==> config.mk <==
export PLATFORM = sky130hd
export DESIGN_NAME = ram_arbiter
export DESIGN_NICKNAME = d
export VERILOG_FILES = /design/src/rtl/ram_arbiter_pkg.sv /design/src/rtl/ram_arbiter_sat.sv /design/src/rtl/ram_arbiter.sv
export SDC_FILE = /design/constraint.sdc
export NUM_CORES = 1
export LEC_CHECK = 0
export CORE_AREA = 3 3 84 86
export CTS_CLUSTER_SIZE = 40
export DETAILED_ROUTE_END_ITERATION = 8
export DIE_AREA = 0 0 87 89
export PLACE_DENSITY = 0.76
export SYNTH_ARGS = -nofsm -noshare
export SYNTH_HDL_FRONTEND = slang
export SYNTH_SLANG_ARGS = --single-unit
==> constraint.sdc <==
create_clock -name clk -period 1.4 [get_ports clk]
set_input_delay 0.14 -clock clk [delete_from_list [all_inputs] [get_ports clk]]
set_output_delay 0.14 -clock clk [all_outputs]
set_load 0.01 [all_outputs]
==> src/rtl/ram_arbiter_pkg.sv <==
// Shared types for the data-RAM arbiter: RAM address/word types, owner enum,
// and the request bundle used by both requester ports and the RAM mux.
// No ports; imported by ram_arbiter and arb_sat_counter users.
package ram_arbiter_pkg;

  localparam int RAM_ADDR_W = 10;
  localparam int WORD_W     = 32;

  typedef logic [RAM_ADDR_W-1:0] RamAddress;
  typedef logic [WORD_W-1:0]     Word;

  typedef enum logic {
    OWN_C = 1'b0,
    OWN_X = 1'b1
  } ArbOwner;

  typedef struct packed {
    logic      write;
    RamAddress address;
    Word       write_data;
  } RamRequest;

endpackage

==> src/rtl/ram_arbiter_sat.sv <==
// arb_sat_counter: W-bit up-counter that sticks at all-ones, with clear.
// Ports: clk, reset (async active-high), inc, clr (wins over inc), cnt.
// Used for the starvation/lock counters and the optional perf counters.
module arb_sat_counter #(
  parameter int W = 4
) (
  input  logic         clk,
  input  logic         reset,
  input  logic         inc,
  input  logic         clr,
  output logic [W-1:0] cnt
);

  logic [W-1:0] cnt_q;
  logic [W-1:0] cnt_d;

  always_comb begin
    cnt_d = cnt_q;
    if (clr) begin
      cnt_d = '0;
    end else if (inc && (cnt_q != {W{1'b1}})) begin
      cnt_d = cnt_q + W'(1);
    end
  end

  always_ff @(posedge clk or posedge reset) begin
    if (reset) begin
      cnt_q <= '0;
    end else begin
      cnt_q <= cnt_d;
    end
  end

  assign cnt = cnt_q;

endmodule

==> src/rtl/ram_arbiter.sv <==
// ram_arbiter: shares the single-port data RAM between the CPU (port C, default
// owner) and an external master (port X). Ports: clk/reset, C request + ack/stall,
// X request (+lock) + ack, broadcast rd_data, sticky lock_error, RAM side.
// Optional macro RAM_ARB_PERF_EN adds c_stall_cycles / x_grant_cycles counters.
module ram_arbiter
  import ram_arbiter_pkg::*;
#(
  parameter int STARVE_LIMIT = 4,
  parameter int LOCK_LIMIT   = 16
) (
  input  logic                  clk,
  input  logic                  reset,
  input  logic                  c_req,
  input  logic                  c_write,
  input  logic [RAM_ADDR_W-1:0] c_address,
  input  logic [WORD_W-1:0]     c_write_data,
  output logic                  c_ack,
  output logic                  c_stall,
  input  logic                  x_req,
  input  logic                  x_write,
  input  logic                  x_lock,
  input  logic [RAM_ADDR_W-1:0] x_address,
  input  logic [WORD_W-1:0]     x_write_data,
  output logic                  x_ack,
  output logic [WORD_W-1:0]     rd_data,
  output logic                  lock_error,
`ifdef RAM_ARB_PERF_EN
  output logic [31:0]           c_stall_cycles,
  output logic [31:0]           x_grant_cycles,
`endif
  output logic [RAM_ADDR_W-1:0] ram_address,
  output logic                  ram_write_enable,
  output logic [WORD_W-1:0]     ram_write_data,
  input  logic [WORD_W-1:0]     ram_data
);

  localparam int STARVE_W = $clog2(STARVE_LIMIT + 1);
  localparam int LOCK_W   = $clog2(LOCK_LIMIT + 1);
  localparam logic [STARVE_W-1:0] STARVE_LAST = STARVE_W'(STARVE_LIMIT - 1);
  localparam logic [LOCK_W-1:0]   LOCK_LAST   = LOCK_W'(LOCK_LIMIT - 1);

  ArbOwner state_q, state_d;
  logic    lock_error_q, lock_error_d;

  logic [STARVE_W-1:0] starve_cnt;
  logic [LOCK_W-1:0]   lock_cnt;
  logic starve_inc, starve_clr;
  logic lock_inc, lock_clr;

  RamRequest c_r, x_r, own_r;

  // Acks are combinational and suppressed for the whole reset assertion,
  // so a reset landing mid-access can never produce a RAM write.
  assign c_ack   = c_req && (state_q == OWN_C) && !reset;
  assign x_ack   = x_req && (state_q == OWN_X) && !reset;
  assign c_stall = c_req && !c_ack;

  assign c_r   = '{write: c_write, address: c_address, write_data: c_write_data};
  assign x_r   = '{write: x_write, address: x_address, write_data: x_write_data};
  assign own_r = (state_q == OWN_X) ? x_r : c_r;

  assign ram_address      = own_r.address;
  assign ram_write_data   = own_r.write_data;
  assign ram_write_enable = own_r.write && (c_ack || x_ack);
  assign rd_data          = ram_data;
  assign lock_error       = lock_error_q;

  always_comb begin
    state_d      = state_q;
    lock_error_d = lock_error_q;
    starve_inc   = 1'b0;
    starve_clr   = 1'b0;
    lock_inc     = 1'b0;
    lock_clr     = 1'b0;
    case (state_q)
      OWN_C: begin
        lock_clr = 1'b1;
        // X takes over when the CPU is idle, or once the CPU has had its
        // STARVE_LIMIT serviced cycles while X was waiting.
        if (x_req && (!c_req || (starve_cnt == STARVE_LAST))) begin
          state_d    = OWN_X;
          starve_clr = 1'b1;
        end else if (!x_req) begin
          starve_clr = 1'b1;
        end else if (c_ack) begin
          starve_inc = 1'b1;
        end
      end
      OWN_X: begin
        starve_clr = 1'b1;
        if (x_req && x_lock) begin
          if (lock_cnt == LOCK_LAST) begin
            // Lock held too long: forced release back to the CPU.
            state_d      = OWN_C;
            lock_clr     = 1'b1;
            lock_error_d = 1'b1;
          end else begin
            lock_inc = 1'b1;
          end
        end else if (x_req && !c_req) begin
          lock_clr = 1'b1;
        end else begin
          state_d  = OWN_C;
          lock_clr = 1'b1;
        end
      end
      default: begin
        state_d = OWN_C;
      end
    endcase
  end

  always_ff @(posedge clk or posedge reset) begin
    if (reset) begin
      state_q      <= OWN_C;
      lock_error_q <= 1'b0;
    end else begin
      state_q      <= state_d;
      lock_error_q <= lock_error_d;
    end
  end

  arb_sat_counter #(.W(STARVE_W)) u_starve_cnt (
    .clk   (clk),
    .reset (reset),
    .inc   (starve_inc),
    .clr   (starve_clr),
    .cnt   (starve_cnt)
  );

  arb_sat_counter #(.W(LOCK_W)) u_lock_cnt (
    .clk   (clk),
    .reset (reset),
    .inc   (lock_inc),
    .clr   (lock_clr),
    .cnt   (lock_cnt)
  );

`ifdef RAM_ARB_PERF_EN
  arb_sat_counter #(.W(32)) u_c_stall_cycles (
    .clk   (clk),
    .reset (reset),
    .inc   (c_stall),
    .clr   (1'b0),
    .cnt   (c_stall_cycles)
  );

  arb_sat_counter #(.W(32)) u_x_grant_cycles (
    .clk   (clk),
    .reset (reset),
    .inc   (x_ack),
    .clr   (1'b0),
    .cnt   (x_grant_cycles)
  );
`endif

endmodule
# Word level (Yosys, flattened, before mapping)
# Cells that the tools add are included.
dict set report classes {
  bitwise_logic 1
  n_eq_ne 4
  n_reduce_logical 19
  n_addsub 2
  n_mux 22
}
# op count
set op_table {}
lappend op_table {{$mux W43} 1}
lappend op_table {{$mux W1} 14}
lappend op_table {{$logic_and A1 B1 Y1} 11}
lappend op_table {{$mux W5} 2}
lappend op_table {{$mux W3} 2}
lappend op_table {{$pmux W1 S2} 3}
lappend op_table {{$add A5 B1 Y5 const B} 1}
lappend op_table {{$eq A5 B4 Y1 const B} 1}
lappend op_table {{$ne A5 B5 Y1 const B} 1}
lappend op_table {{$reduce_bool A2 Y1} 2}
lappend op_table {{$add A3 B1 Y3 const B} 1}
lappend op_table {{$eq A3 B2 Y1 const B} 1}
lappend op_table {{$logic_not A1 Y1} 3}
lappend op_table {{$ne A3 B3 Y1 const B} 1}
lappend op_table {{$reduce_and A3 Y1} 1}
lappend op_table {{$logic_or A1 B1 Y1} 2}
lappend op_table {{$not A1 Y1} 1}
dict set report totals {
  regBits 10
  inputBits 123
}

# Logic depth before layout (Yosys ltp)
# Gate-level depths: netlist of run 1.
dict set report depth {
  word_depth 10
  mapped_depth 6
  depth_no_buf 6
}

# Modules after synthesis
# From an unflattened synthesis of run 1, not the netlist that was laid out.
dict set report hier_totals {
  hier_cells 142
  area_unflattened_um2 1392.6
}
# mod instances cells_per_inst seq_area_each_um2 area_per_inst_um2
set modules_own_cells {}
lappend modules_own_cells {ram_arbiter 1 100 50.0 943.4}
lappend modules_own_cells {{arb_sat_counter at u_lock_cnt} 1 26 125.1 261.5}
lappend modules_own_cells {{arb_sat_counter at u_starve_cnt} 1 16 75.1 187.7}

# Worst setup path after synthesis of run 1
# OpenSTA, ideal clock, no wires.
dict set report synth_path {
  path_kind {register -> register}
  start {reg u_starve_cnt.cnt_q[0], in the netlist u_starve_cnt.cnt[0]}
  end {reg u_starve_cnt.cnt_q[2], in the netlist u_starve_cnt.cnt[2]}
  t_required_ns 1.313
  path_stages_with_launch 5
  path_slack_ns -0.111
  arrival_time_ns 1.425
  path_cell_list {dfrtp_1 -> ha_1 -> ha_1 -> or4b_4 -> a211oi_2}
}
dict set report synth_via {
  elab_chain_len 7
  elab_cells_between_ends 13
  cone_classes {add/sub: 1; eq/ne: 2; mux: 6; reduce/logical: 4}
}
# element line_no
set synth_lines {}
lappend synth_lines {{from (decl)} ram_arbiter_sat.sv:14} ;# logic [W-1:0] cnt_q;
lappend synth_lines {{from (signal assigned)} ram_arbiter_sat.sv:30} ;# cnt_q <= cnt_d;
lappend synth_lines {{$eq A3 B2 Y1} ram_arbiter.sv:80} ;# if (x_req && (!c_req || (starve_cnt == STARVE_LAST))) begin
lappend synth_lines {{$logic_or A1 B1 Y1} ram_arbiter.sv:80}
lappend synth_lines {{$logic_and A1 B1 Y1} ram_arbiter.sv:80}
lappend synth_lines {{$mux W1} ram_arbiter.sv:80}
lappend synth_lines {{$mux W1} ram_arbiter.sv:75} ;# case (state_q)
lappend synth_lines {{$logic_and A1 B1 Y1} ram_arbiter_sat.sv:21} ;# end else if (inc && (cnt_q != {W{1'b1}})) begin
lappend synth_lines {{$reduce_bool A2 Y1 (no line)} n/a}
# Several ways; a longest one is shown, not always the timed one. The select of a mux whose other input is x is not followed.
# A chain may end at the register's enable or synchronous reset.

# Final worst setup path of run 1
dict set report layout_path {
  start {reg state_q}
  end {out ram_write_data[29]}
}
dict set report layout_via {
  elab_chain_len 1
}
# element line_no
set layout_lines {}
lappend layout_lines {{from (decl)} ram_arbiter.sv:42} ;# ArbOwner state_q, state_d;
lappend layout_lines {{from (signal assigned)} ram_arbiter.sv:118} ;# state_q <= state_d;
lappend layout_lines {{$mux W43} ram_arbiter.sv:60} ;# assign own_r = (state_q == OWN_X) ? x_r : c_r;
lappend layout_lines {{to (decl)} ram_arbiter.sv:33} ;# output logic [WORD_W-1:0] ram_write_data,
# Every way passes these cells.

==> results of run 1 <==
-- routing by layer --
| layer | track usage [%] | vias to the layer above | share of wire (%) |
|---|---|---|---|
| li1 | - | 697 | - |
| met1 | 14.3 | 683 | 38 |
| met2 | 24.8 | 87 | 51 |
| met3 | 2.40 | 12 | 9.3 |
| met4 | 2.97 | 0 | 1.2 |
| met5 | 0 | - | 0 |
-- flip-flops by register name (all words and copies together) (netlist names) --
register and cells:
lock_error 1, state_q 1, u_lock_cnt.cnt 5, u_starve_cnt.cnt 3
-- what timing repair did --
item | 4_1_cts | 5_1_grt
gates cloned | 2 | 1
endpoints found under the setup margin | 55 | 55
resized for setup | 207 | 66
pin swaps | 8 | 6
setup buffers | 8 | 3
-- Yosys cell counts, drive strengths merged, types with 2 or more instances --
cell type   n  area share (%)
xor2        2             1.3
and3        2            0.94
ha          6             5.6
nand4b      2             1.3
mux2i       2             1.5
xnor2       2             1.3
nand2b      2            0.94
dfrtp      10              19
buf        38              21
nor2       10             2.8
mux2       42              35
inv         4             1.1
-- worst max path at each step --
stage	from	end	slack, ns	cells after the start
2_1_floorplan	u_starve_cnt.cnt[0]	u_starve_cnt.cnt[2]	-0.07	4
3_5_place_dp	c_req	ram_write_enable	-0.40	5
4_1_cts	state_q	ram_address[1]	-0.23	4
3_3_place_gp	reset	ram_write_enable	-0.37	5
5_1_grt	state_q	ram_write_data[29]	-0.20	4
6_report	state_q	ram_write_data[29]	-0.17	4
-- final cells by class --
class / count / share of cell area (%)
clock buffers: 4 / 1.78
multi-input cells: 80 / 31.2
well taps: 77 / 3.12
flip-flops and latches: 10 / 8.15
repair buffers: 166 / 55.3
inverters: 4 / 0.486
-- worst register-to-register path: cells and delay by family (launching register included) --
| family | cells | cell delay, ns |
|---|---|---|
| AND/OR/NAND/NOR | 1 | 0.55 |
| flip-flops | 1 | 0.45 |
| buffers and inverters | 2 | 0.30 |
| AO/OA/AOI/OAI | 1 | 0.15 |
-- through the flow --
step / std cells / power, mW / setup WS [ns] / hold WS [ns] / util [%]
after floorplan: 132 / 0.676 / -0.0663 / -0.0143 / -
after global placement: 325 / 1.11 / -0.370 / 0.280 / 42.4
after detailed placement: 325 / 1.12 / -0.399 / 0.280 / 42.4
after CTS: 338 / 1.56 / -0.226 / 0.280 / 45.6
after global routing: 341 / 1.72 / -0.201 / 0.280 / 48.6
final: 341 / 1.65 / -0.175 / 0.280 / 48.6
-- power breakdown --
part           switching (mW)  leakage, nW  internal, mW
clock network           0.124       0.0288         0.248
logic                   0.305         1.22         0.676
registers             0.00671        0.137         0.295
-- kinds of logic after synthesis --
family / Yosys count
mux: 44
buf+inv: 42
simple gates: 20
flops: 10
compound gates: 6
fa+ha+maj: 6
xor+xnor: 4
==> run summary, run 1 <==
CRITICAL PATH
--------------------------------------------------------------------------------------------
Most frequent CP cell                                                           sky130_fd_sc_hd__buf_6
Worst reg2reg startpoint                                                             state_q
Kind of cell with the highest combined delay on the critical path                 flip-flops
Cells along the critical path                                                   buf_6, clkbuf_16, mux2_4, buf_6
Category of the worst setup path capture point                                  primary output
Required time of the critical path                                                   1.26 ns
Startpoint class of the critical path                                                   flop
Slowest Stage Delay on Critical Path                                                 0.45 ns
CP Data Arrival Time                                                                 1.43 ns
Cell depth of the worst flop-to-flop path                                                  4
Crit Path Category                                                                reg -> out
Endpoint of the most critical register-to-register path                         u_starve_cnt.cnt[2]
Setup slack on the worst flop-to-flop path                                          -0.13 ns
Buffers and inverters on the worst path                                                    3
Slowest cell on the critical path                                               sky130_fd_sc_hd__dfrtp_2
Max Fanout on Critical Path                                                                6

SYNTHESIS
--------------------------------------------------------------------------------------------
Fraction of the yosys area taken by sequential cells                                   18.7%
Proportion of synthesized area in mux cells                                            36.9%
Basic-gate share of the synthesized area counting and, or, nand and nor cells          10.0%
Synth cell types                                                                          24
Number of flops mapped to enable cells by yosys                                            0
Main combinational cell family by area after synthesis                          multiplexers
Instance count of the mapped netlist                                                     132
Syn. warnings                                                                              0
Adder-Cell Fraction of Synth Area                                                      5.62%
Syn nets                                                                                 261
Post-synthesis xor/xnor area fraction                                                  2.62%
Cell area after synthesis                                                         1340 sq um
Primary flip-flop cell chosen by synthesis mapping                              sky130_fd_sc_hd__dfrtp_1
Synthesis-stage register bit count                                                        10
Post-synthesis compound-gate area fraction                                             4.22%
Share of flip-flops with an asynchronous set or reset after synthesis                   100%
Synthesized area per cell                                                         10.1 sq um

FLOORPLANNING
--------------------------------------------------------------------------------------------
Die boundary height                                                                    89 um
Horiz. Die Dim                                                                         87 um
Area of the die                                                                   7740 sq um
I/O pin count                                                                            202
Floorplan Core Area                                                               6350 sq um
Effective utilization at floorplan                                                     21.0%
Row Count                                                                                 29

ROUTING
--------------------------------------------------------------------------------------------
Total DRC errors in the routed layout                                                      0
Number of vias after detailed routing                                                   1479
Total wire length                                                                    5.58 mm
Routed wirelength normalized by instance count                                       16.4 um
Antenna viol nets, final                                                                   0
Drt pass-1 iters                                                                           2
Via density per instance                                                                4.34
Number of DRC markers in iteration 0                                                      22

TIMING
--------------------------------------------------------------------------------------------
Number of endpoints with negative hold slack in the final report                           0
Final cycle utilization of the critical path                                            112%
Slew at the pin closest to its max-slew limit                                       0.334 ns
Setup ws final                                                                     -0.175 ns
Slew Viols, Final                                                                          0
Setup repair after global routing missed its margin                                      yes
Relative slew margins                                                                  77.6%
Final setup viols                                                                         54
Final critical-path required period                                                  1.57 ns
Final total negative setup slack                                                    -5.65 ns
Peak clock frequency supported by timing                                             635 MHz
Post-route clock skew                                                             0.00204 ns

GLOBAL ROUTING
--------------------------------------------------------------------------------------------
Maximum number of pins on one net before global-route repair                              14
GRT Residual Overflow                                                                      0
Antenna violations before repair                                                           0
Global-route wire length before repair                                               7.74 mm
Overall global routing resource usage                                                  12.8%
Via count of the first global-routing pass                                              1568

HOLD PATH
--------------------------------------------------------------------------------------------
Launch point of the worst hold path                                             ram_data[23]
Cell depth of the worst hold path                                                          0
Type of the worst min-delay path                                                   in -> out
Worst-case hold path end point                                                   rd_data[23]

CLOCK TREE
--------------------------------------------------------------------------------------------
TritonCTS clock tree                                                                    done
TritonCTS Sinks                                                                           10
Buffer cell driving the clock tree root                                         sky130_fd_sc_hd__clkbuf_8
TritonCTS buffer count                                                                     3
# hold bufs at CTS                                                                         0
Reg clk slew, reported paths                                                         0.05 ns
Max Root-Sink Buffers                                                                      2
Clk_lat worst skew                                                                   0.24 ns
Number of H-tree branching levels                                                          1

PLACED DESIGN
--------------------------------------------------------------------------------------------
Hpwl dp                                                                              4.24 mm
Port Buffer Count                                                                        137
Gp weighted congestion                                                                 0.753
Cell area reported after detailed placement                                       2690 sq um

CELLS AND AREA
--------------------------------------------------------------------------------------------
Top library cells by usage in the layout, fill and taps aside                   sky130_fd_sc_hd__clkdlybuf4s50_1 (91), sky130_fd_sc_hd__buf_6 (46), sky130_fd_sc_hd__mux2_4 (28), sky130_fd_sc_hd__buf_4 (20), sky130_fd_sc_hd__mux2_2 (14)
Count of antenna diodes in the layout                                                      0
Area of combinational cells with multiple inputs                                   962 sq um
Most frequent standard cell in the layout excluding fill and tap cells          sky130_fd_sc_hd__clkdlybuf4s50_1
Fraction of layout cells with a size suffix above 1                                    51.1%
Area overhead of the layout relative to synthesis                                       131%
Fillers                                                                                  600
Register area                                                                      251 sq um
Post-route standard cell area excluding fillers                                   3090 sq um
Number of nets in the layout                                                             394

POWER AND IR DROP
--------------------------------------------------------------------------------------------
Leak Pwr                                                                             1.38 nW
Pwr dens                                                                         536 nW/um^2
Peak supply drop                                                                    0.442 mV

OUTCOME
--------------------------------------------------------------------------------------------
Violations in the final reports                                                 negative setup slack
Status                                                                          complete, but fails checks

FLOW RUN
--------------------------------------------------------------------------------------------
Max-capacitance violation count                                                            0

Note: power is estimated with default switching activity, not from simulation.
==> run 2, diff against run 1 <==
CORE_AREA = 3 3 81 83   (was 3 3 84 86)
DIE_AREA = 0 0 84 86   (was 0 0 87 89)
PLACE_DENSITY = 0.78   (was 0.76)
clock period = 1.59 ns   (was 1.4 ns; I/O delays follow)
==> run 2 against run 1 <==
  * The flow still finishes with violations (negative setup slack)
  * Worst hold slack got worse by 0.16 ns
  * Sequential cell count unchanged
  * Via count decreased by 3.4%
  * Cell count decreased by 2.1%
  * Wire length decreased by 3.5%
  * Die area decreased by 6.7%
  * Combinational power decreased by 25%
  * Global-route usage increased by 1.5 points
  * Sequential power decreased by 13%
  * Cell area decreased by 10%
  * Critical endpoint is now ram_address[3]
  * Largest power group unchanged
  * Highest routed layer unchanged
==> run summary, run 2 (same netlist as run 1, synthesis figures left out) <==
TIMING
-------------------------------------------------------------------------------------
Final cycle utilization of the critical path                                     107%
Final critical-path required period                                           1.70 ns
Final setup viols                                                                  24
Slew at the pin closest to its max-slew limit                                0.347 ns
Peak clock frequency supported by timing                                      587 MHz
Setup repair after global routing missed its margin                               yes
Slew Viols, Final                                                                   0
Relative slew margins                                                           76.8%
Setup ws final                                                              -0.114 ns
Worst Hold Margin                                                            0.119 ns
Post-route clock skew                                                      0.00182 ns
Number of endpoints with negative hold slack in the final report                    0

POWER AND IR DROP
-------------------------------------------------------------------------------------
Leak Pwr                                                                      1.21 nW
Peak supply drop                                                             0.432 mV
Pwr dens                                                                  479 nW/um^2

CRITICAL PATH
-------------------------------------------------------------------------------------
Category of the worst setup path capture point                           primary output
Max Fanout on Critical Path                                                        10
Setup slack on the worst flop-to-flop path                                    0.08 ns
Cell depth of the worst flop-to-flop path                                           4
Most frequent CP cell                                                    sky130_fd_sc_hd__buf_6
Destination of the critical timing path                                  ram_address[3]
Worst reg2reg startpoint                                                 u_starve_cnt.cnt[0]
Slowest Stage Delay on Critical Path                                          0.40 ns
Required time of the critical path                                            1.43 ns
Startpoint class of the critical path                                            flop
Slowest cell on the critical path                                        sky130_fd_sc_hd__dfrtp_2
Crit Path Category                                                         reg -> out
Endpoint of the most critical register-to-register path                  u_starve_cnt.cnt[2]
CP Data Arrival Time                                                          1.55 ns
Startpoint of the most critical setup path                                    state_q
Buffers and inverters on the worst path                                             5
Cells along the critical path                                            buf_6, buf_12, buf_12, buf_6, mux2_4, buf_6
Kind of cell with the highest combined delay on the critical path        buffers and inverters
Worst path depth                                                                    6

GLOBAL ROUTING
-------------------------------------------------------------------------------------
Maximum number of pins on one net before global-route repair                       17
Via count of the first global-routing pass                                       1526
Overall global routing resource usage                                           14.2%
GRT Residual Overflow                                                               0
Antenna violations before repair                                                    0
Global-route wire length before repair                                        8.02 mm

CELLS AND AREA
-------------------------------------------------------------------------------------
Register area                                                               251 sq um
Area overhead of the layout relative to synthesis                                107%
Number of nets in the layout                                                      389
Count of antenna diodes in the layout                                               0
Most frequent standard cell in the layout excluding fill and tap cells   sky130_fd_sc_hd__clkdlybuf4s50_1
Fillers                                                                           578
Top library cells by usage in the layout, fill and taps aside            sky130_fd_sc_hd__clkdlybuf4s50_1 (90), sky130_fd_sc_hd__mux2_2 (39), sky130_fd_sc_hd__buf_6 (28), sky130_fd_sc_hd__buf_4 (20), sky130_fd_sc_hd__buf_2 (18)
Flip-flop count of the largest register after layout                                5
Fraction of layout cells with a size suffix above 1                             48.3%
Area of combinational cells with multiple inputs                            826 sq um
Post-route standard cell area excluding fillers                            2770 sq um
Layout Cells excl Fill                                                            334

ROUTING
-------------------------------------------------------------------------------------
Antenna viol nets, final                                                            0
Total DRC errors in the routed layout                                               0
Number of DRC markers in iteration 0                                               17
Routed wirelength normalized by instance count                                16.1 um
Total wire length                                                             5.38 mm
Drt pass-1 iters                                                                    3
Via density per instance                                                         4.28
Number of vias after detailed routing                                            1428

CLOCK TREE
-------------------------------------------------------------------------------------
TritonCTS Sinks                                                                    10
Max Root-Sink Buffers                                                               2
Reg clk slew, reported paths                                                  0.05 ns
Number of H-tree branching levels                                                   1
TritonCTS clock tree                                                             done
Buffer cell driving the clock tree root                                  sky130_fd_sc_hd__clkbuf_8
# hold bufs at CTS                                                                  0
TritonCTS buffer count                                                              3
Clk_lat worst skew                                                            0.24 ns

PLACED DESIGN
-------------------------------------------------------------------------------------
Gp weighted congestion                                                          0.732
Port Buffer Count                                                                 137
Hpwl dp                                                                       4.49 mm
Worst slack at placement                                                    -0.254 ns
Number of placed instances, taps included                                         319
Cell area reported after detailed placement                                2650 sq um

FLOORPLANNING
-------------------------------------------------------------------------------------
Die boundary height                                                             86 um
Horiz. Die Dim                                                                  84 um
Area of the die                                                            7220 sq um
Floorplan Core Area                                                        5920 sq um
Effective utilization at floorplan                                              22.5%
Row Count                                                                          28
I/O pin count                                                                     202

OUTCOME
-------------------------------------------------------------------------------------
Violations in the final reports                                          negative setup slack
Status                                                                   complete, but fails checks

HOLD PATH
-------------------------------------------------------------------------------------
Type of the worst min-delay path                                          in -> async

FLOW RUN
-------------------------------------------------------------------------------------
Max-capacitance violation count                                                     0

==> run 2: changes by cell type in the layout (fill, tap and decap cells not counted), moves of 2 or more <==
cell	before	now
sky130_fd_sc_hd__mux2_2	14	39
sky130_fd_sc_hd__mux2_4	28	3
sky130_fd_sc_hd__buf_6	46	28
sky130_fd_sc_hd__buf_2	4	18
sky130_fd_sc_hd__ha_4	3	0
sky130_fd_sc_hd__dlygate4sd2_1	0	2
sky130_fd_sc_hd__ha_1	0	2
==> run 2: per-stage QoR <==
| stage | total power [mW] | utilization (%) | TNS, ns |
|---|---|---|---|
| after floorplan | 0.595 | - | 0 |
| after global placement | 0.979 | 44.7 | -2.25 |
| after detailed placement | 0.987 | 44.7 | -2.47 |
| after CTS | 1.33 | 45.9 | -2.41 |
| after global routing | 1.39 | 46.7 | -2.82 |
| final | 1.32 | 46.7 | -1.06 |
==> run 2: layer usage <==
layer	up-vias	track usage (%)	wire [um]
met4	0	4.97	98
met5	-	0	0
met3	16	3.27	351
li1	682	-	-
met1	654	16.0	2090
met2	76	26.4	2840
==> run 2: power by group <==
group          internal (mW)  switching (mW)
registers              0.260         0.00274
logic                  0.499           0.237
clock network          0.218           0.107
total                  0.977           0.347
==> run 2: how the worst min path moves through the flow <==
stage	startpoint	endpoint	slack, ns	cells after the start
after floorplan	reset	lock_error	0.005	1
final	reset	u_starve_cnt.cnt[2]	0.12	3
after global placement	ram_data[13]	rd_data[13]	0.32	0
after global routing	reset	state_q	0.13	3
after CTS	reset	u_starve_cnt.cnt[2]	0.12	3
after detailed placement	ram_data[13]	rd_data[13]	0.32	0
==> run 2: what timing repair did <==
action,in CTS,in global routing
cloned,1,0
setup buffers,10,4
endpoints found under the setup margin,49,37
pin swaps,1,4
resized for setup,200,18
==> run 2: final cells by class <==
class	count	area share (%)
Timing Repair Buffer	161	55.1
Multi-Input combinational cell	80	29.9
Sequential cell	10	9.10
Tap cell	75	3.39
Clock buffer	4	1.99
Inverter	4	0.543
==> run 2: worst reg2reg max path: cells and delay by family, from the launching register on <==
kind,cells,cell delay (ns)
AO/OA/AOI/OAI,1,0.15
adder cells (fa/ha/maj),2,0.39
flip-flops,1,0.38
AND/OR/NAND/NOR,1,0.51
==> run 3, diff against run 2 <==
CAP_MARGIN = 15   (was not set)
==> results of run 3 <==
Final layout, timing and power as in run 2 (identical DEF).
